[src/rtl/pool_seq_mc.sv]
// Multi-channel sequential 1-D pooling (max or average) over a channel-interleaved stream.
// One registered result per channel per non-overlapping window of N time steps.
module pool_seq_mc #(
  parameter int BIT_WIDTH = 12,
  parameter int N         = 3,
  parameter int C         = 4,
  parameter int MODE      = 0,
  parameter int SIGNED    = 0,
  parameter int POOL_INIT = 0,
  localparam int CW       = (C > 1) ? $clog2(C) : 1
) (
  input  logic                 clk,
  input  logic                 rst_n,
  input  logic                 clear,
  input  logic                 in_valid,
  input  logic [BIT_WIDTH-1:0] data_in,
  output logic                 out_valid,
  output logic [BIT_WIDTH-1:0] data_out,
  output logic [CW-1:0]        out_ch
);

  localparam int LOGN  = (N > 1) ? $clog2(N) : 0;
  localparam int PW    = (N > 1) ? $clog2(N) : 1;
  localparam int ACC_W = (MODE == 1) ? BIT_WIDTH + LOGN : BIT_WIDTH;

  generate
    if (N < 1 || N > 16) begin : g_bad_n
      $error("pool_seq_mc: N must be 1..16");
    end
    if (C < 1 || C > 64) begin : g_bad_c
      $error("pool_seq_mc: C must be 1..64");
    end
    if (MODE == 1 && (N & (N - 1)) != 0) begin : g_bad_avg
      $error("pool_seq_mc: average mode needs N to be a power of two");
    end
    if (POOL_INIT < 0 || POOL_INIT >= N) begin : g_bad_init
      $error("pool_seq_mc: POOL_INIT must be 0..N-1");
    end
  endgenerate

  logic [CW-1:0]        ch_cnt;
  logic [PW-1:0]        pos_cnt;
  logic [ACC_W-1:0]     acc [C];
  logic [C-1:0]         acc_vld;

  logic [ACC_W-1:0]        acc_cur, samp_u, samp_ext, acc_nxt;
  logic signed [ACC_W-1:0] samp_s, acc_nxt_s;
  logic [BIT_WIDTH-1:0]    res_u, res_s, data_nxt;
  logic                    samp_gt, seed, last_pos, last_ch;

  always_comb begin
    acc_cur  = acc[ch_cnt];
    samp_s   = ACC_W'($signed(data_in));
    samp_u   = ACC_W'(data_in);
    samp_ext = (SIGNED == 1) ? samp_s : samp_u;
    samp_gt  = (SIGNED == 1) ? ($signed(samp_ext) > $signed(acc_cur)) : (samp_ext > acc_cur);
    // An entry never seen since reset/clear is seeded too, so a POOL_INIT-shortened window is clean.
    seed     = (pos_cnt == '0) || !acc_vld[ch_cnt];
    last_pos = (pos_cnt == PW'(N - 1));
    last_ch  = (ch_cnt == CW'(C - 1));

    if (seed)
      acc_nxt = samp_ext;
    else if (MODE == 0)
      acc_nxt = samp_gt ? samp_ext : acc_cur;
    else
      acc_nxt = acc_cur + samp_ext;

    acc_nxt_s = acc_nxt;
    res_s     = BIT_WIDTH'(acc_nxt_s >>> LOGN);
    res_u     = BIT_WIDTH'(acc_nxt >> LOGN);
    if (MODE == 1)
      data_nxt = (SIGNED == 1) ? res_s : res_u;
    else
      data_nxt = BIT_WIDTH'(acc_nxt);
  end

  always_ff @(posedge clk or negedge rst_n) begin
    if (!rst_n) begin
      ch_cnt    <= '0;
      pos_cnt   <= PW'(POOL_INIT);
      acc_vld   <= '0;
      out_valid <= 1'b0;
      data_out  <= '0;
      out_ch    <= '0;
      for (int i = 0; i < C; i++) acc[i] <= '0;
    end else if (clear) begin
      ch_cnt    <= '0;
      pos_cnt   <= PW'(POOL_INIT);
      acc_vld   <= '0;
      out_valid <= 1'b0;
    end else begin
      out_valid <= 1'b0;
      if (in_valid) begin
        acc[ch_cnt]     <= acc_nxt;
        acc_vld[ch_cnt] <= 1'b1;
        if (last_pos) begin
          out_valid <= 1'b1;
          out_ch    <= ch_cnt;
          data_out  <= data_nxt;
        end
        if (last_ch) begin
          ch_cnt  <= '0;
          pos_cnt <= last_pos ? '0 : pos_cnt + 1'b1;
        end else begin
          ch_cnt <= ch_cnt + 1'b1;
        end
      end
    end
  end

endmodule
[config.mk]
export PLATFORM = sky130hd
export DESIGN_NAME = pool_seq_mc
export DESIGN_NICKNAME = d
export VERILOG_FILES = /design/src/rtl/pool_seq_mc.sv
export SDC_FILE = /design/constraint.sdc
export NUM_CORES = 1
export LEC_CHECK = 0
export CAP_MARGIN = 20
export CORE_UTILIZATION = 52
export CTS_CLUSTER_DIAMETER = 80
export DETAILED_ROUTE_END_ITERATION = 7
export GPL_ROUTABILITY_DRIVEN = 0
export PLACE_DENSITY = 0.86
export SYNTH_ARGS = -nofsm -noshare
export SYNTH_HDL_FRONTEND = slang
export SYNTH_SLANG_ARGS = --single-unit
[constraint.sdc]
create_clock -name clk -period 3.05 [get_ports clk]
set_clock_uncertainty 0.1 [all_clocks]
set_input_delay 0.61 -clock clk [delete_from_list [all_inputs] [get_ports clk]]
set_output_delay 0.61 -clock clk [all_outputs]
set_load 0.005 [all_outputs]
After elaboration in Yosys (flattened, before gate mapping)
Index checks and enable logic that the tools add are counted.
{"block": "op_classes", "add_sub_neg": 2, "n_lt_le_gt_ge": 5, "n_eq_ne": 2, "mux": 24, "bitwise_logic": 3, "reduce_logical": 10}
{"operator": "$mux 12", "count": 5}
{"operator": "$bwmux 48", "count": 1}
{"operator": "$bmux 12 s2", "count": 1}
{"operator": "$demux 12 s2", "count": 1}
{"operator": "$mux 2", "count": 7}
{"operator": "$gt 12x12->1", "count": 1}
{"operator": "$mux 4", "count": 2}
{"operator": "$mux 1", "count": 5}
{"operator": "$add 2x1->2 const B", "count": 2}
{"operator": "$eq 2x2->1 const B", "count": 2}
{"operator": "$or 4x4->4", "count": 1}
{"operator": "$reduce_and 2->1", "count": 2}
{"operator": "$reduce_bool 2->1", "count": 2}
{"operator": "$ge 3x3->1 const B", "count": 1}
{"operator": "$lt 2x3->1 const B", "count": 1}
{"operator": "$lt 3x1->1 const B", "count": 1}
{"operator": "$not 2->3", "count": 1}
{"operator": "$reduce_and 3->1", "count": 1}
{"operator": "$bmux 1 s2", "count": 1}
{"operator": "$demux 1 s2", "count": 1}
{"operator": "$ge 2x1->1 const B", "count": 1}
{"operator": "$logic_and 1x1->1", "count": 2}
{"operator": "$logic_not 2->1", "count": 1}
{"operator": "$logic_not 1->1", "count": 1}
{"operator": "2 further kinds", "count": 2}
{"block": "totals", "ff_bits": 71, "input_bits": 16}

Logic depth before layout (Yosys ltp)
Gate-level depths: netlist of run 1.
{"block": "logic_depth", "word_depth": 8, "depth_mapped": 13}

Least setup slack after synthesis of run 1
No wires, ideal clock.
{"block": "synth_path", "kind": "register -> register", "from": "register ch_cnt[1]", "to": "register acc[42] in the netlist's numbering", "setup_time_ns": 0.082, "arrival_ns": 2.923, "slack_ns": -0.055, "path_stages_with_launch": 13, "cell_sequence": "dfrtp_1 > buf_2 > buf_4 > mux2_2 > o21ai_0 > ha_1 > nor2b_1 > o211ai_2 > a211oi_1 > o41a_1 > buf_2 > or3_4 > a31oi_1"}
{"block": "synth_between", "elab_chain_cells": 8, "elab_cells_between_ends": 17}
{"item": "start, declared", "line_no": "41", "source": "logic [CW-1:0] ch_cnt;"}
{"item": "start signal, assigned", "line_no": "106", "source": "ch_cnt <= ch_cnt + 1'b1;"}
{"item": "$not 2->3 (implied by the code)", "line_no": "52, 95"}
{"item": "$bmux 12 s2", "line_no": "52", "source": "acc_cur = acc[ch_cnt];"}
{"item": "$mux 12 (implied by the code) (2 in a row)", "line_no": "52"}
{"item": "$gt 12x12->1", "line_no": "56", "source": "samp_gt = (SIGNED == 1) ? ($signed(samp_ext) > $signed(acc_cur)) : (samp_ext > acc_cur);"}
{"item": "$mux 12", "line_no": "65", "source": "acc_nxt = samp_gt ? samp_ext : acc_cur;"}
{"item": "$mux 12", "line_no": "62", "source": "if (seed)"}
{"item": "$bwmux 48 *", "line_no": "95", "source": "acc[ch_cnt] <= acc_nxt;"}
{"item": "end signal, assigned by index", "line_no": "95"}
{"item": "end, declared", "line_no": "43", "source": "logic [ACC_W-1:0] acc [C];"}
Mark *: on every way between the ends. The rest lies on a longest branch, timed or not. The select of a mux whose other input is x is not followed.
A chain may end at the register's enable or synchronous reset.

Worst setup path in the final report of run 1
{"block": "layout_path", "from": "register ch_cnt[1]", "to": "register data_out[4]"}
{"block": "layout_between", "elab_chain_cells": 7, "elab_cells_between_ends": 11}
{"item": "$not 2->3 (implied by the code)", "line_no": "52"}
{"item": "$bmux 12 s2", "line_no": "52"}
{"item": "$mux 12 (implied by the code) (2 in a row)", "line_no": "52"}
{"item": "$gt 12x12->1", "line_no": "56"}
{"item": "$mux 12", "line_no": "65"}
{"item": "$mux 12 *", "line_no": "62"}
{"item": "end signal, assigned", "line_no": "100", "source": "data_out <= data_nxt;"}
{"item": "end, declared", "line_no": "18", "source": "output logic [BIT_WIDTH-1:0] data_out,"}
Marked as above.

==> key figures, run 1 <==
Clocking
  • Largest buffer count on any clock path: 2
  • TritonCTS Buffers: 9
  • Clock Root Buffer: sky130_fd_sc_hd__clkbuf_8
  • Clock-pin slew reported for the worst setup and hold paths after clock tree synthesis: 70 ps
  • Number of H-tree levels: 3
  • Quantity of hold-fixing buffers added after cts: 0
  • TritonCTS clock tree: yes
  • Clock latency at the later pin of the worst-skew pair: 360 ps
  • Count of clock tree sinks: 71

Critical path
  • Worst EP required: 3160 ps
  • Cells on worst reg2reg path: 11
  • Worst r2r src: ch_cnt[1]
  • Startpoint types: flip-flop
  • Worst setup slack for register-to-register paths: -50 ps
  • Critical register-to-register path endpoint: data_out[4]
  • Highest net fanout along the worst path: 12
  • Kind of end point of the critical path: flip-flop
  • Arrival time reported for the critical path endpoint: 3210 ps
  • Class of the most critical setup path: flip-flop to flip-flop

Yosys
  • Syn. warnings: 0
  • Top cells by area, synth: sky130_fd_sc_hd__dfrtp_1, sky130_fd_sc_hd__a31oi_1, sky130_fd_sc_hd__nor2_1
  • Sequential element share of the synthesized area: 50.5%
  • Share of the synthesized area in the top cell type: 50.5%
  • Cell accounting for the most synthesized area: sky130_fd_sc_hd__dfrtp_1
  • Flip-flop and latch count after synthesis: 71
  • Syn_nets: 378
  • Count of cell types in the netlist: 31
  • Mean area per synthesized cell: 10.2 µm²
  • Synthesized instance count: 346
  • Synthesized area: 3520 µm²

Floorplanning
  • DIE AREA: 7100 µm²
  • Die boundary height: 84.3 µm
  • Overall die width: 84.3 µm
  • Top Ports: 31
  • Number of rows created at floorplan: 29
  • Effective utilization at floorplan: 54.8%
  • Core outline area: 6420 µm²

Power and ir drop
  • Tot Pwr: 2.83 mW
  • Leakage power of the design: 1.87 nW
  • Peak supply drop: 0.000360 V
  • Areal power density over the cells: 647 nW/µm²

GRT
  • Gr usage total: 25.0%
  • Maximum number of pins on one net before global-route repair: 40
  • Gr ovfl total: 0
  • Global-route wire length before repair: 13800 µm
  • Via count of the first global-routing pass: 2887
  • Antenna violations before repair: 0

Detailed routing
  • DRT Pass-1 Iters: 7
  • Violation count after the first detailed-routing iteration: 260
  • Total Routed Length: 8690 µm
  • Vias per cell: 6.37
  • Post-route ant nets: 0
  • Via count of the routed design: 2982
  • Mean routed wirelength per cell: 18.6 µm
  • Number of remaining DRC errors: 6

STA
  • Count of endpoints failing hold in the final timing report: 0
  • Worst slew pin tran: 1080 ps
  • Timing-limited maximum frequency: 0.322 GHz
  • Total Negative Setup Slacks: -443 ps
  • RSZ-0062 raised after global routing: true
  • Max transition margin: 27.7%
  • Minimum clock period: 3100 ps
  • Worst path setup slack after routing: -53.6 ps
  • Post-route fraction of the period consumed by the critical path: 102%
  • Number of setup violations in the final report: 20
  • Max-slew violation total from the final report: 0

Placed design
  • Hpwl dp: 5540 µm
  • Instance area after placement: 4000 µm²
  • Placement-stage worst setup slack: -187 ps
  • PortBufs: 30

Finish
  • Number of fillers in the final layout: 447
  • Total inserted antenna cells: 0
  • End-of-flow core utilization: 68.1%
  • Most common library cell in the layout ignoring fill and taps: sky130_fd_sc_hd__dfrtp_1
  • Summed area of non-filler cells in the final layout: 4370 µm²
  • Share of cells above drive strength 1: 22.0%
  • Area grow syn2layout: 24.3%
  • Post-layout net count: 418
  • Commonest cells after routing, fill and taps aside: sky130_fd_sc_hd__dfrtp_1, sky130_fd_sc_hd__nor2_1, sky130_fd_sc_hd__a31oi_1

Outcome
  • Violated checks: DRC, setup timing
  • Outcome: finished, violations left

Job
  • Max-cap check violation count: 0

Hold path
  • Type of the worst min-delay path: input pin to asynchronous set/reset pin
## cells in the mapped netlist
cell / count
sky130_fd_sc_hd__and2_1: 4
sky130_fd_sc_hd__o41a_1: 1
sky130_fd_sc_hd__nor3_1: 1
sky130_fd_sc_hd__mux4_2: 2
sky130_fd_sc_hd__mux2i_1: 13
sky130_fd_sc_hd__or3_1: 4
sky130_fd_sc_hd__dfrtp_1: 71
sky130_fd_sc_hd__nor3b_1: 1
sky130_fd_sc_hd__o21ai_1: 12
sky130_fd_sc_hd__or3_4: 8
sky130_fd_sc_hd__buf_4: 1
sky130_fd_sc_hd__a211oi_1: 1
sky130_fd_sc_hd__o211ai_2: 1
sky130_fd_sc_hd__and3b_1: 1
sky130_fd_sc_hd__nor2b_1: 2
sky130_fd_sc_hd__buf_2: 4
sky130_fd_sc_hd__a21o_1: 5
sky130_fd_sc_hd__or3b_1: 1
sky130_fd_sc_hd__a31oi_1: 60
sky130_fd_sc_hd__inv_1: 4
sky130_fd_sc_hd__o21ai_0: 11
sky130_fd_sc_hd__mux2_2: 13
sky130_fd_sc_hd__nand3_1: 2
sky130_fd_sc_hd__ha_1: 16
sky130_fd_sc_hd__clkbuf_1: 19
sky130_fd_sc_hd__a21boi_0: 1
sky130_fd_sc_hd__a21oi_1: 6
sky130_fd_sc_hd__nor2_1: 65
sky130_fd_sc_hd__nand2_1: 12
sky130_fd_sc_hd__nand4_1: 3
sky130_fd_sc_hd__o21ai_2: 1
## per-stage QoR
stage	hold WS, ps	cells
after floorplan	214	346
after global placement	357	447
after detailed placement	365	447
after CTS	254	464
after global routing	288	468
final	239	468
## worst max-delay path by stage
stage / slack, ps / to / start
after global routing: -160 / acc[4] / ch_cnt[1]
after detailed placement: -190 / acc[24] / ch_cnt[1]
after global placement: -30 / data_out[0] / data_in[1]
after floorplan: 30 / acc[42] / ch_cnt[1]
after CTS: 5 / acc[24] / ch_cnt[1]
final: -50 / data_out[4] / ch_cnt[1]
## report_power, final
group	internal, mW	total (mW)	switching [mW]
logic	0.360	0.765	0.405
registers	1.15	1.27	0.119
clock network	0.443	0.792	0.349
total	1.96	2.83	0.873
## per-layer routing
metal	track usage [%]	wire length, µm
met5	0	0
met2	40.5	4270
met4	13.5	236
met1	32.3	3680
met3	4.33	500
## cells by family (layout without fill, tap and decap cells)
family                     count (synthesis)  after routing  synth area share [%]
AOI/OAI and AO/OA                         99             99                  17.2
adders and majority gates                 16             16                  5.69
buffers and inverters                     28             73                  3.24
DFF                                       71             71                  50.5
and+or+nand+nor                          104            104                  14.2
muxes                                     28             28                  9.14
## what timing repair did
item | in CTS | in global routing
pin swaps | 4 | 0
buffers inserted | 1 | 4
endpoints found under the setup margin | 60 | 60
resized for setup | 18 | 18
## cell type report
type	instances	area [µm²]	share of cell area, %
Inverter	4	15.0	0.343
Clock inverter	3	40.0	0.915
Timing Repair Buffer	53	529	12.1
Multi-Input combinational cell	247	1750	40.0
Sequential cell	71	1780	40.6
Clock buffer	13	169	3.86
Tap cell	77	96.3	2.20
## sequential cells by signal, summed over array words and instances, names as in the netlist
register	count
acc	48
pos_cnt	2
out_valid	1
out_ch	2
data_out	12
ch_cnt	2
acc_vld	4
## critical path: stages, from the launching register on
cell and delay, ps:
sky130_fd_sc_hd__dfrtp_1 390, sky130_fd_sc_hd__buf_6 170, sky130_fd_sc_hd__mux2_2 350, sky130_fd_sc_hd__o21ai_2 160
sky130_fd_sc_hd__ha_1 260, sky130_fd_sc_hd__nor2b_1 150, sky130_fd_sc_hd__o211ai_2 140, sky130_fd_sc_hd__a211oi_1 100
sky130_fd_sc_hd__o41a_1 370, sky130_fd_sc_hd__buf_6 170, sky130_fd_sc_hd__o21ai_1 420, sky130_fd_sc_hd__a31oi_1 170
No activity file was read; power rests on OpenSTA's default activity.
==> run 2: changes to the inputs <==
--- a/config.mk
+++ b/config.mk
@@ -6,11 +6,11 @@
 export NUM_CORES = 1
 export LEC_CHECK = 0
 export CAP_MARGIN = 20
-export CORE_UTILIZATION = 52
+export CORE_UTILIZATION = 57
 export CTS_CLUSTER_DIAMETER = 80
 export DETAILED_ROUTE_END_ITERATION = 7
 export GPL_ROUTABILITY_DRIVEN = 0
-export PLACE_DENSITY = 0.86
+export PLACE_DENSITY = 0.89
 export SYNTH_ARGS = -nofsm -noshare
 export SYNTH_HDL_FRONTEND = slang
 export SYNTH_SLANG_ARGS = --single-unit
==> constraint.sdc (replaced) <==
create_clock -name clk -period 3.15 [get_ports clk]
set_clock_uncertainty 0.1 [all_clocks]
set_input_delay 0.63 -clock clk [delete_from_list [all_inputs] [get_ports clk]]
set_output_delay 0.63 -clock clk [all_outputs]
set_load 0.005 [all_outputs]
==> key figures, run 2 (synthesized netlist as in run 1, its figures left out) <==
Placed design
  • Placement-stage worst setup slack: -48.4 ps
  • Hpwl dp: 5280 µm
  • PortBufs: 30

GRT
  • Antenna violations before repair: 0
  • Global-route wire length before repair: 13300 µm
  • Via count of the first global-routing pass: 2852
  • Gr ovfl total: 0
  • Maximum number of pins on one net before global-route repair: 37
  • Gr usage total: 27.8%

Clocking
  • Count of clock tree sinks: 71
  • Number of H-tree levels: 3
  • TritonCTS clock tree: yes
  • TritonCTS Buffers: 9
  • Clock-pin slew reported for the worst setup and hold paths after clock tree synthesis: 70 ps
  • Clock Root Buffer: sky130_fd_sc_hd__clkbuf_8
  • Quantity of hold-fixing buffers added after cts: 0
  • Clock latency at the later pin of the worst-skew pair: 350 ps
  • Largest buffer count on any clock path: 2

Hold path
  • Type of the worst min-delay path: input pin to asynchronous set/reset pin

Finish
  • Largest regs: acc: 48 flops, data_out: 12 flops, acc_vld: 4 flops
  • Area grow syn2layout: 19.2%
  • Total inserted antenna cells: 0
  • Post-layout net count: 413
  • Most common library cell in the layout ignoring fill and taps: sky130_fd_sc_hd__dfrtp_1
  • Share of cells above drive strength 1: 16.7%
  • End-of-flow core utilization: 70.8%
  • Number of fillers in the final layout: 415
  • Largest register FFs: 48
  • Register name with the most flops: acc
  • Commonest cells after routing, fill and taps aside: sky130_fd_sc_hd__dfrtp_1, sky130_fd_sc_hd__nor2_1, sky130_fd_sc_hd__a31oi_1

Detailed routing
  • DRT Pass-1 Iters: 4
  • Post-route ant nets: 0
  • Violation count after the first detailed-routing iteration: 231
  • Number of remaining DRC errors: 0
  • Mean routed wirelength per cell: 17.7 µm
  • Vias per cell: 6.24
  • Via count of the routed design: 2865
  • Total Routed Length: 8130 µm

STA
  • Number of setup violations in the final report: 0
  • Post-route fraction of the period consumed by the critical path: 97.5%
  • Worst path setup slack after routing: 79.3 ps
  • Max transition margin: 36.0%
  • Count of endpoints failing hold in the final timing report: 0
  • Timing-limited maximum frequency: 0.326 GHz
  • Worst slew pin tran: 959 ps
  • Max-slew violation total from the final report: 0
  • Final-layout worst hold slack: 283 ps
  • Minimum clock period: 3070 ps

Floorplanning
  • Core outline area: 5920 µm²
  • Effective utilization at floorplan: 59.4%
  • Overall die width: 80.6 µm
  • Number of rows created at floorplan: 28
  • Top Ports: 31
  • DIE AREA: 6490 µm²
  • Die boundary height: 80.6 µm

Critical path
  • Highest net fanout along the worst path: 8
  • Startpoint types: flip-flop
  • Worst EP required: 3320 ps
  • Kind of end point of the critical path: flip-flop
  • Class of the most critical setup path: flip-flop to flip-flop
  • Arrival time reported for the critical path endpoint: 3240 ps

Power and ir drop
  • Areal power density over the cells: 600 nW/µm²
  • Tot Pwr: 2.52 mW
  • Leakage power of the design: 1.80 nW
  • Peak supply drop: 0.000328 V

Job
  • Max-cap check violation count: 0

Outcome
  • Outcome: finished clean
## run 2: what timing repair did
item	in CTS	in global routing
endpoints found under the hold margin	0	0
endpoints found under the setup margin	25	60
pin swaps	1	2
buffers inserted	0	1
gates resized for setup	6	15
## run 2: per-stage QoR
stage,setup TNS (ps),cells,instance area [µm²]
after floorplan,0,346,3520
after detailed placement,-289,444,3970
final,0,459,4190
after global routing,-1.67,459,4190
after global placement,0,444,3970
after CTS,0,458,4130
## run 2: power breakdown
part,switching (mW),internal (mW)
logic,0.366,0.328
registers,0.115,1.12
clock network,0.316,0.275
total,0.797,1.72
## run 2: area by class of cell
cell class	instances	area (µm²)	area share (%)
flip-flops and latches	71	1780	42.4
repair buffers	48	472	11.2
clock buffers	12	135	3.22
multi-input cells	247	1690	40.3
clock inverters	2	10.0	0.239
inverters	4	15.0	0.358
well taps	75	93.8	2.24
## run 2: worst max-delay path, stage by stage, from the launching register on
cell                      delay [ps]
sky130_fd_sc_hd__dfrtp_1         390
sky130_fd_sc_hd__buf_4           200
sky130_fd_sc_hd__mux2_2          360
sky130_fd_sc_hd__o21ai_1         190
sky130_fd_sc_hd__ha_1            280
sky130_fd_sc_hd__a21o_1          190
sky130_fd_sc_hd__nand3_1          70
sky130_fd_sc_hd__a21oi_1          70
sky130_fd_sc_hd__o41a_1          330
sky130_fd_sc_hd__buf_4           180
sky130_fd_sc_hd__or3b_4          440
sky130_fd_sc_hd__a31oi_4         200
## run 2: per-layer routing
layer,global-route usage [%],vias to the layer above,routed length [µm]
li1,-,1325,-
met1,35.4,1410,3510
met2,44.4,110,3980
met3,6.59,20,459
met4,13.4,0,171
met5,0,-,0
## run 2: path summary, 6_finish.rpt
check | startpoint | end | slack [ps] | depth (start not counted)
min in group clk | acc_vld[2] | acc_vld[2] | 380 | 1
hold reg to reg | acc_vld[2] | acc_vld[2] | 380 | 1
hold / removal | rst_n | acc[14] | 280 | 1
max in group asynchronous | rst_n | data_out[6] | 1990 | 2
setup reg to reg | ch_cnt[1] | acc[36] | 80 | 11
setup / recovery | ch_cnt[1] | acc[36] | 80 | 11
